**src/rtl/timer_counter_pkg.sv**
```systemverilog
// rtl/timer_counter_pkg.sv - shared register map, CTRL layout, modes and FSM states for timer_counter
package timer_counter_pkg;

    // Register word offsets (byte address bits [3:2])
    localparam logic [1:0] TC_CTRL   = 2'd0;
    localparam logic [1:0] TC_PRESET = 2'd1;
    localparam logic [1:0] TC_COUNT  = 2'd2;

    // CTRL bit positions
    localparam int CTRL_EN_BIT   = 0;
    localparam int CTRL_MODE_LSB = 1;
    localparam int CTRL_MODE_MSB = 2;
    localparam int CTRL_IM_BIT   = 3;
    localparam int CTRL_WIDTH    = 4;

    // Only 01 selects auto-reload; 00, 10 and 11 all count once
    localparam logic [1:0] MODE_RELOAD = 2'b01;

    typedef logic [1:0] tc_addr_t;
    typedef logic [1:0] tc_mode_t;

    typedef enum logic [1:0] {
        ST_IDLE = 2'd0,
        ST_LOAD = 2'd1,
        ST_CNT  = 2'd2,
        ST_INT  = 2'd3
    } tc_state_e;

    function automatic logic is_reload(input tc_mode_t mode);
        return mode == MODE_RELOAD;
    endfunction

endpackage

```
**src/rtl/timer_counter_if.sv**
```systemverilog
// rtl/timer_counter_if.sv - CPU bridge register port of the timer
interface timer_counter_if;
    import timer_counter_pkg::*;

    tc_addr_t    Addr;
    logic        WE;
    logic [31:0] WData;
    logic [31:0] RData;
    logic        IRQ;

    modport master (
        output Addr,
        output WE,
        output WData,
        input  RData,
        input  IRQ
    );

    modport slave (
        input  Addr,
        input  WE,
        input  WData,
        output RData,
        output IRQ
    );

endinterface

```
**src/rtl/timer_counter_prescaler.sv**
```systemverilog
// rtl/timer_counter_prescaler.sv - count-step prescaler, built only with TC_PRESCALE_EN
`ifdef TC_PRESCALE_EN
module timer_counter_prescaler #(
    parameter int PRESCALE = 1
) (
    input  logic clk,
    input  logic reset,
    input  logic clear,
    input  logic run,
    output logic tick
);

    localparam logic [15:0] LAST = 16'(PRESCALE - 1);

    logic [15:0] cnt;

    assign tick = run && (cnt == LAST);

    // Free-running divider while counting; restarts from 0 on every reload
    always_ff @(posedge clk) begin
        if (reset || clear) begin
            cnt <= '0;
        end else if (run) begin
            cnt <= tick ? 16'd0 : cnt + 16'd1;
        end
    end

endmodule
`endif

```
**src/rtl/timer_counter.sv**
```systemverilog
// rtl/timer_counter.sv - programmable countdown timer with one-shot/auto-reload IRQ (option: TC_PRESCALE_EN)
module timer_counter
    import timer_counter_pkg::*;
#(
    parameter int PRESCALE = 1
) (
    input  logic            clk,
    input  logic            reset,
    timer_counter_if.slave  bus
);

    tc_state_e                state, state_n;
    logic [CTRL_WIDTH-1:0]    ctrl, ctrl_n;
    logic [31:0]              preset, preset_n;
    logic [31:0]              count, count_n;
    logic                     pending, pending_n;
    logic                     step;

    // Reject out-of-range divider settings at elaboration
    generate
        if (PRESCALE < 1 || PRESCALE > 65535) begin : g_bad_prescale
            $error("timer_counter: PRESCALE out of range 1..65535");
        end
    endgenerate

`ifdef TC_PRESCALE_EN
    timer_counter_prescaler #(
        .PRESCALE (PRESCALE)
    ) u_prescaler (
        .clk   (clk),
        .reset (reset),
        .clear (state == ST_LOAD),
        .run   (state == ST_CNT),
        .tick  (step)
    );
`else
    assign step = 1'b1;
`endif

    // Next-state logic: FSM update first, then a CPU write on top so software wins any collision
    always_comb begin
        state_n   = state;
        ctrl_n    = ctrl;
        preset_n  = preset;
        count_n   = count;
        pending_n = pending;

        unique case (state)
            ST_IDLE: begin
                if (ctrl[CTRL_EN_BIT]) begin
                    state_n = ST_LOAD;
                end
            end
            ST_LOAD: begin
                count_n = preset;
                state_n = ST_CNT;
            end
            ST_CNT: begin
                if (!ctrl[CTRL_EN_BIT]) begin
                    state_n = ST_IDLE;
                end else if (step) begin
                    // COUNT of 0 or 1 both expire, so PRESET=0 acts like 1
                    if (count > 32'd1) begin
                        count_n = count - 32'd1;
                    end else begin
                        count_n   = '0;
                        pending_n = 1'b1;
                        state_n   = ST_INT;
                    end
                end
            end
            ST_INT: begin
                if (is_reload(ctrl[CTRL_MODE_MSB:CTRL_MODE_LSB])) begin
                    pending_n = 1'b0;
                    state_n   = ST_LOAD;
                end else begin
                    ctrl_n[CTRL_EN_BIT] = 1'b0;
                    state_n             = ST_IDLE;
                end
            end
            default: state_n = ST_IDLE;
        endcase

        if (bus.WE) begin
            case (bus.Addr)
                TC_CTRL: begin
                    ctrl_n    = bus.WData[CTRL_WIDTH-1:0];
                    pending_n = 1'b0;
                end
                TC_PRESET: preset_n = bus.WData;
                default: ;
            endcase
        end
    end

    // Register update; reset beats any same-cycle write
    always_ff @(posedge clk) begin
        if (reset) begin
            state   <= ST_IDLE;
            ctrl    <= '0;
            preset  <= '0;
            count   <= '0;
            pending <= 1'b0;
        end else begin
            state   <= state_n;
            ctrl    <= ctrl_n;
            preset  <= preset_n;
            count   <= count_n;
            pending <= pending_n;
        end
    end

    // Side-effect-free read mux
    always_comb begin
        bus.RData = '0;
        case (bus.Addr)
            TC_CTRL:   bus.RData = {{(32-CTRL_WIDTH){1'b0}}, ctrl};
            TC_PRESET: bus.RData = preset;
            TC_COUNT:  bus.RData = count;
            default:   bus.RData = '0;
        endcase
    end

    assign bus.IRQ = ctrl[CTRL_IM_BIT] & pending;

endmodule

```
**src/flat_wrapper.sv**
```systemverilog
// flat-port wrapper written by rule: the top's interface ports become plain ports
module timer_counter_flat import timer_counter_pkg::*;
#(
    parameter int PRESCALE = 1
)
  (clk, reset, bus_Addr, bus_WE, bus_WData, bus_RData, bus_IRQ);
  timer_counter_if bus_i ();
  input  logic clk;
  input  logic reset;
  input wire logic [$bits(bus_i.Addr)-1:0] bus_Addr;
  input wire logic [$bits(bus_i.WE)-1:0] bus_WE;
  input wire logic [$bits(bus_i.WData)-1:0] bus_WData;
  output wire logic [$bits(bus_i.RData)-1:0] bus_RData;
  output wire logic [$bits(bus_i.IRQ)-1:0] bus_IRQ;
  assign bus_i.Addr = bus_Addr;
  assign bus_i.WE = bus_WE;
  assign bus_i.WData = bus_WData;
  assign bus_RData = bus_i.RData;
  assign bus_IRQ = bus_i.IRQ;
  timer_counter #(.PRESCALE(PRESCALE)) u_core (.clk(clk), .reset(reset), .bus(bus_i));
endmodule
```
**config.mk**
```make
export PLATFORM = sky130hd
export DESIGN_NAME = timer_counter_flat
export DESIGN_NICKNAME = d
export VERILOG_FILES = /design/src/rtl/timer_counter_pkg.sv /design/src/rtl/timer_counter_if.sv /design/src/rtl/timer_counter_prescaler.sv /design/src/rtl/timer_counter.sv /design/src/flat_wrapper.sv
export SDC_FILE = /design/constraint.sdc
export NUM_CORES = 1
export LEC_CHECK = 0
export CORE_ASPECT_RATIO = 2
export CORE_UTILIZATION = 25
export DETAILED_ROUTE_END_ITERATION = 10
export PLACE_DENSITY = 0.46
export SETUP_SLACK_MARGIN = 0.1
export SYNTH_ARGS = -nofsm -noshare
export SYNTH_HDL_FRONTEND = slang
export SYNTH_HIERARCHICAL = 1
export SYNTH_SLANG_ARGS = --single-unit
export TNS_END_PERCENT = 20
```
**constraint.sdc**
```tcl
create_clock -name clk -period 2.6 [get_ports clk]
set_input_delay 0.52 -clock clk [delete_from_list [all_inputs] [get_ports clk]]
set_output_delay 0.52 -clock clk [all_outputs]
set_load 0.02 [all_outputs]
```
**Word-level counts from Yosys, hierarchy flattened**

Cells that the tools add are included.

- Bits in latches: 0
- Flip-flop bits (word level): 71
- Output and inout port bits: 33
- Bits in writable memories: 0
- Memory bits (read-only): 0
- Memories: 0

- Reduce and logical (&&, ||, !) cells: 7
- Bitwise operators: 1
- $lt $le $gt $ge: 1
- Shifts and indexed selects: 0
- Divide/modulo/power cells: 0
- Add/subtract/negate cells: 1
- Mux-type cells: 19
- Multipliers: 0
- Equality and inequality tests: 9

Operator list:

| operator | count |
|---|---|
| case mux 32 bit (3 select lines) | 1 |
| two-way mux 32 bit | 2 |
| case mux 32 bit (2 select lines) | 1 |
| greater-than comparator 32 x 1 -> 1 bit, second input constant | 1 |
| subtractor 32 x 1 -> 32 bit, second input constant | 1 |
| two-way mux 1 bit | 10 |
| case mux 2 bit (4 select lines) | 1 |
| AND reduction 2 bit | 4 |
| == test 2 x 1 -> 1 bit, second input constant | 3 |
| == test 2 bit, second input constant | 3 |
| two-way mux 2 bit | 3 |
| logical NOT 2 bit | 2 |
| != test 2 x 1 -> 1 bit, second input constant | 2 |
| != test 3 bit, second input constant | 1 |
| case mux 1 bit (2 select lines) | 1 |
| nonzero test 2 bit | 1 |
| bitwise AND 1 bit | 1 |

**Depth between registers and ports, before layout**

- Depth after elaboration: 6
- Depth in mapped cells: 8
- Mapped depth without buffers: 7

**Worst setup path after synthesis**

No wires, ideal clock.

- Path kind: input-to-output
- Start: input port bus_Addr[1]
- End: output port bus_RData[10]
- Setup slack: 0.290 ns
- Stages: 5
- Data required time: 2.080 ns
- Arrival: 1.790 ns
- Cells stage by stage: clkbuf_1 nor2b_1 clkbuf_1 buf_1 a22o_1

- Cells in the longest elaborated chain, start to end: 2
- Elaborated cells between the ends (all ways): 4
- Those cells by class: eq/ne (2); mux (1); reduce/logical (1)

RTL lines:

| item | line | text |
|---|---|---|
| from (decl) | flat_wrapper.sv:10 | `input wire logic [$bits(bus_i.Addr)-1:0] bus_Addr;` |
| == test 2 bit, or another cell as far along | timer_counter.sv:116 | `case (bus.Addr)` |
| case mux 32 bit (3 select lines) (*) | timer_counter.sv:116 |  |
| to (decl) | flat_wrapper.sv:13 | `output wire logic [$bits(bus_i.RData)-1:0] bus_RData;` |

Every way passes the cells marked *; elsewhere a longest branch is shown, timed or not.

**Worst setup path in the final report**

- Start: input port bus_Addr[0]
- End: output port bus_RData[31]

The elaborated chain is that of the path after synthesis.

==> summary.md <==
| Metric | Value |
|---|---|
| VDD IR-drop max | `0.000340 V` |
| Status | `complete, no violations` |
| Initial cell density of the core | `25.7%` |
| Critical-path cell list | `clkdlybuf4s50_1 -> nor2b_2 -> buf_12 -> a22o_1 -> dlygate4sd2_1` |
| Count of nets left with antenna violations after detail routing | `0` |
| Hold Fails Final Rpt | `0` |
| Number of maximum-capacitance constraint violations | `0` |
| End point of the critical path | `bus_RData[31]` |
| Count of unique library cells instantiated by Yosys | `58` |
| Maximum net fanout on the critical path | `34` |
| Filler cell count in the final layout | `1,722` |
| WL per Instance | `17.9 um` |
| Normalized max-slew margin | `62.5%` |
| Number of buffers inserted by port buffering | `69` |
| Fraction of the core area covered by cells at the end of the flow | `33.9%` |
| Critical Path Source Type | `input pin` |
| Setup slack of the worst register-to-register path | `270 ps` |
| Setup violation total in the final timing report | `0` |
| Via count of the first global-routing pass | `4,282` |
| Clk slew on worst S/H paths | `roughly 60 ps` |
| Number of vias per cell | `5.28` |
| Count of unresolved DRC violations after routing | `0` |
| Worst Path Buf+Inv | `3` |
| Arrival time at the worst endpoint | `1980 ps` |
| Worst hold path class | `flop to flop` |
| Largest delay contributor family on the critical path | `buffers and inverters` |
| Achievable clock frequency | `~400 MHz` |
| Reg2reg path depth | `6` |
| Max Transition Viols Final | `0` |
| Instance count on the critical path | `5` |
| Number of DRC markers in iteration 0 | `245` |
| Min cycle time layout | `2500 ps` |
| Startpoint of the most critical setup path | `bus_Addr[0]` |
| Syn nets | `591` |
| Global-route wire length before repair | `23,400 um` |
| Number of nets at the end of the flow | `654` |
| Post-synthesis instance area | `~0.004 mm2` |
| Number of instances in the synthesized netlist | `552` |
| Period utilisation layout | `96.0%` |
| Clock tree from TritonCTS | `yes` |
| Number of antenna violations at the first check in global routing | `0` |
| Post-layout instance count excluding filler cells | `821` |
| Total clock sinks | `71` |
| Dominant synthesized flop cell | `dfxtp_1` |
| TNS Setup | `0 ps` |
| Worst path max stage delay | `510 ps` |
| Leakage power figure | `2.05 nW` |
| Hold-fix buffers, CTS | `0` |
| I/O pin cnt | `70` |
| Die Y-Extent | `183 um` |
| Synthesis Warnings | `6` |
| Category of the worst setup path capture point | `output pin` |
| Area added between synthesis and finish | `31.6%` |
| FF+latch count, synth | `71` |
| Detailed-route via count | `roughly 4,300` |
| Number of iterations in the first detailed-routing pass | `4` |
| Cell at the root of the clock tree | `clkbuf_16` |
| Maximum number of buffers from clock root to sink | `2` |
| Level count of the clock H-tree | `3` |
| Clock buffers created by TritonCTS | `9` |
| Core outline area | `0.0159 mm2` |
| Global-route congestion overflow total | `0` |
| Critical Path Slowest Stage Cell | `clkdlybuf4s50_1` |
| Pwr/cell area | `571 mW/mm2` |
| Estimated wirelength of the detail-placed design | `10,500 um` |
| Overall fraction of global-route tracks in use | `18.1%` |
| Number of diodes added for antenna fixing | `0` |
| Avg Synthesized Cell Area | `about 7.4 um2` |
| Final Skew | `5.02 ps` |
| Die width | `92.4 um` |
| Proportion of synthesized flip-flops having asynchronous set or reset | `0%` |
| Transition time of the tightest slew-check pin | `563 ps` |
| Portion of the post-synthesis area used by sequential elements | `34.8%` |
| FP Rows | `65` |
| Die area | `0.0169 mm2` |
| Post-CTS setup-driven buffer insertion count | `0` |
| Worst R2R Start | `u_core/count[0]` |
| Largest net degree at the start of global routing | `between 40 and 50` |
| Endpoint of the lowest-slack register-to-register path | `u_core/count[30]` |
| Setup repair after global routing missed its margin | `yes` |
| Number of enable-type register cells in the synthesized netlist | `0` |
| Post-Place Cells | `805` |
| Endpoint required time on the critical path | `2080 ps` |
| Total wire length after detailed routing | `between 10,000 and 15,000 um` |
| Type of the worst setup path | `input pin to output pin` |
| Share of cells above drive strength 1 | `11.5%` |
| Clk_lat worst skew | `around 340 ps` |
| Gpl congestion | `0.864` |
[layout make-up]
class | instances | area (um2) | area share (%)
Clock buffer | 11 | 253 | 4.70
Sequential cell | 71 | 1420 | 26.4
Multi-Input combinational cell | 422 | 2420 | 45.1
Tap cell | 201 | 251 | 4.68
Clock inverter | 5 | 80.1 | 1.49
Inverter | 12 | 45.0 | 0.838
Timing Repair Buffer | 99 | 901 | 16.8
[metal layers]
| layer | wire [um] | GRT usage [%] |
|---|---|---|
| met3 | 421 | 2.38 |
| met5 | 0 | 0 |
| met4 | 514 | 8.50 |
| met2 | 8000 | 33.9 |
| met1 | 5720 | 19.5 |
[timing repair]
action	4_1_cts	5_1_grt
gates resized for setup	46	13
setup endpoints to repair	32	32
pin swaps	0	0
[Yosys cell counts, drive strengths merged, types with 2 or more instances]
cell type	n	area, um2
nor4	17	151
o211ai	2	15.0
nand3	13	65.1
nand4	10	75.1
nand2b	4	25.0
o21a	2	15.0
o31a	4	36.3
or3	3	18.8
clkbuf	41	156
o21ai	46	230
a31oi	3	18.8
a211oi	17	128
nor3b	3	22.5
mux2i	8	80.1
a21oi	61	309
buf	6	42.5
ha	2	25.0
o31ai	5	37.5
or4	4	31.3
nor2	34	128
inv	12	45.0
nor2b	6	37.5
a2111oi	2	18.8
o41ai	3	26.3
nand2	107	402
nor3	17	95.1
and2	2	12.5
a22o	28	246
dfxtp	71	1420
a221oi	3	26.3
[cells in the final DEF, fill, tap and decap left out, drive strengths merged, types with 3 or more instances in the layout]
cell	synthesis	final
nand2b	4	4
nor3	17	17
or4	4	4
dlygate4sd2	0	14
a22o	28	28
inv	12	12
dfxtp	71	71
nor2	34	34
o41ai	3	3
o31ai	5	5
clkdlybuf4s50	0	36
buf	6	31
o21ai	46	46
nand4	10	10
a211oi	17	17
mux2i	8	8
a21oi	61	61
clkbuf	41	17
o31a	4	4
a31oi	3	3
or3	3	3
nor3b	3	3
nor4	17	17
a221oi	3	3
nand2	107	107
clkdlybuf4s15	0	12
nor2b	6	6
nand3	13	13
[flip-flops by register name, indices dropped and copies added (netlist names)]
register / flops
u_core/state: 2
u_core/preset: 32
u_core/pending: 1
u_core/count: 32
u_core/ctrl: 4
[worst min-delay path by stage]
stage / from / to / slack (ps) / cells after the start
final: u_core/preset[10] / u_core/preset[10] / 480 / 2
after global routing: u_core/preset[3] / u_core/preset[3] / 500 / 2
after CTS: u_core/preset[30] / u_core/preset[30] / 480 / 2
after global placement: u_core/preset[29] / u_core/preset[29] / 460 / 2
after floorplan: u_core/preset[4] / u_core/preset[4] / 450 / 2
after detailed placement: u_core/preset[30] / u_core/preset[30] / 470 / 2
[power breakdown]
part / switching, mW / internal (mW) / total (mW)
combinational: 0.302 / 0.220 / 0.522
sequential: 0.0412 / 1.12 / 1.16
clock: 0.493 / 0.891 / 1.38
[through the flow]
| step | cell area, um2 | total power [mW] | worst slack [ps] | hold slack, ps |
|---|---|---|---|---|
| 6_report | 5370 | 3.07 | 105 | 475 |
| 5_1_grt | 5370 | 3.20 | 61.8 | 497 |
| 4_1_cts | 5400 | 3.11 | 101 | 476 |
| 3_5_place_dp | 5090 | 1.72 | -194 | 467 |
| 3_3_place_gp | 5090 | 1.71 | -202 | 461 |
| 2_1_floorplan | 4080 | 1.49 | 290 | 446 |
[cell families after synthesis]
group,count (synthesis),share of synthesized area [%]
and+or+nand+nor,225,27.0
AOI/OAI and AO/OA,184,28.9
DFF,71,34.8
buffers and inverters,59,5.98
muxes,9,2.24
xor gates and xnor gates,2,0.429
adders and majority gates,2,0.613
[worst reg2reg max path: stages, from the launching register on]
cell	delay, ps
dfxtp_1	370
inv_1	120
ha_1	260
or3b_2	570
or4_2	640
a21oi_1	180
nor4_1	70
No activity file was read; power rests on OpenSTA's default activity.
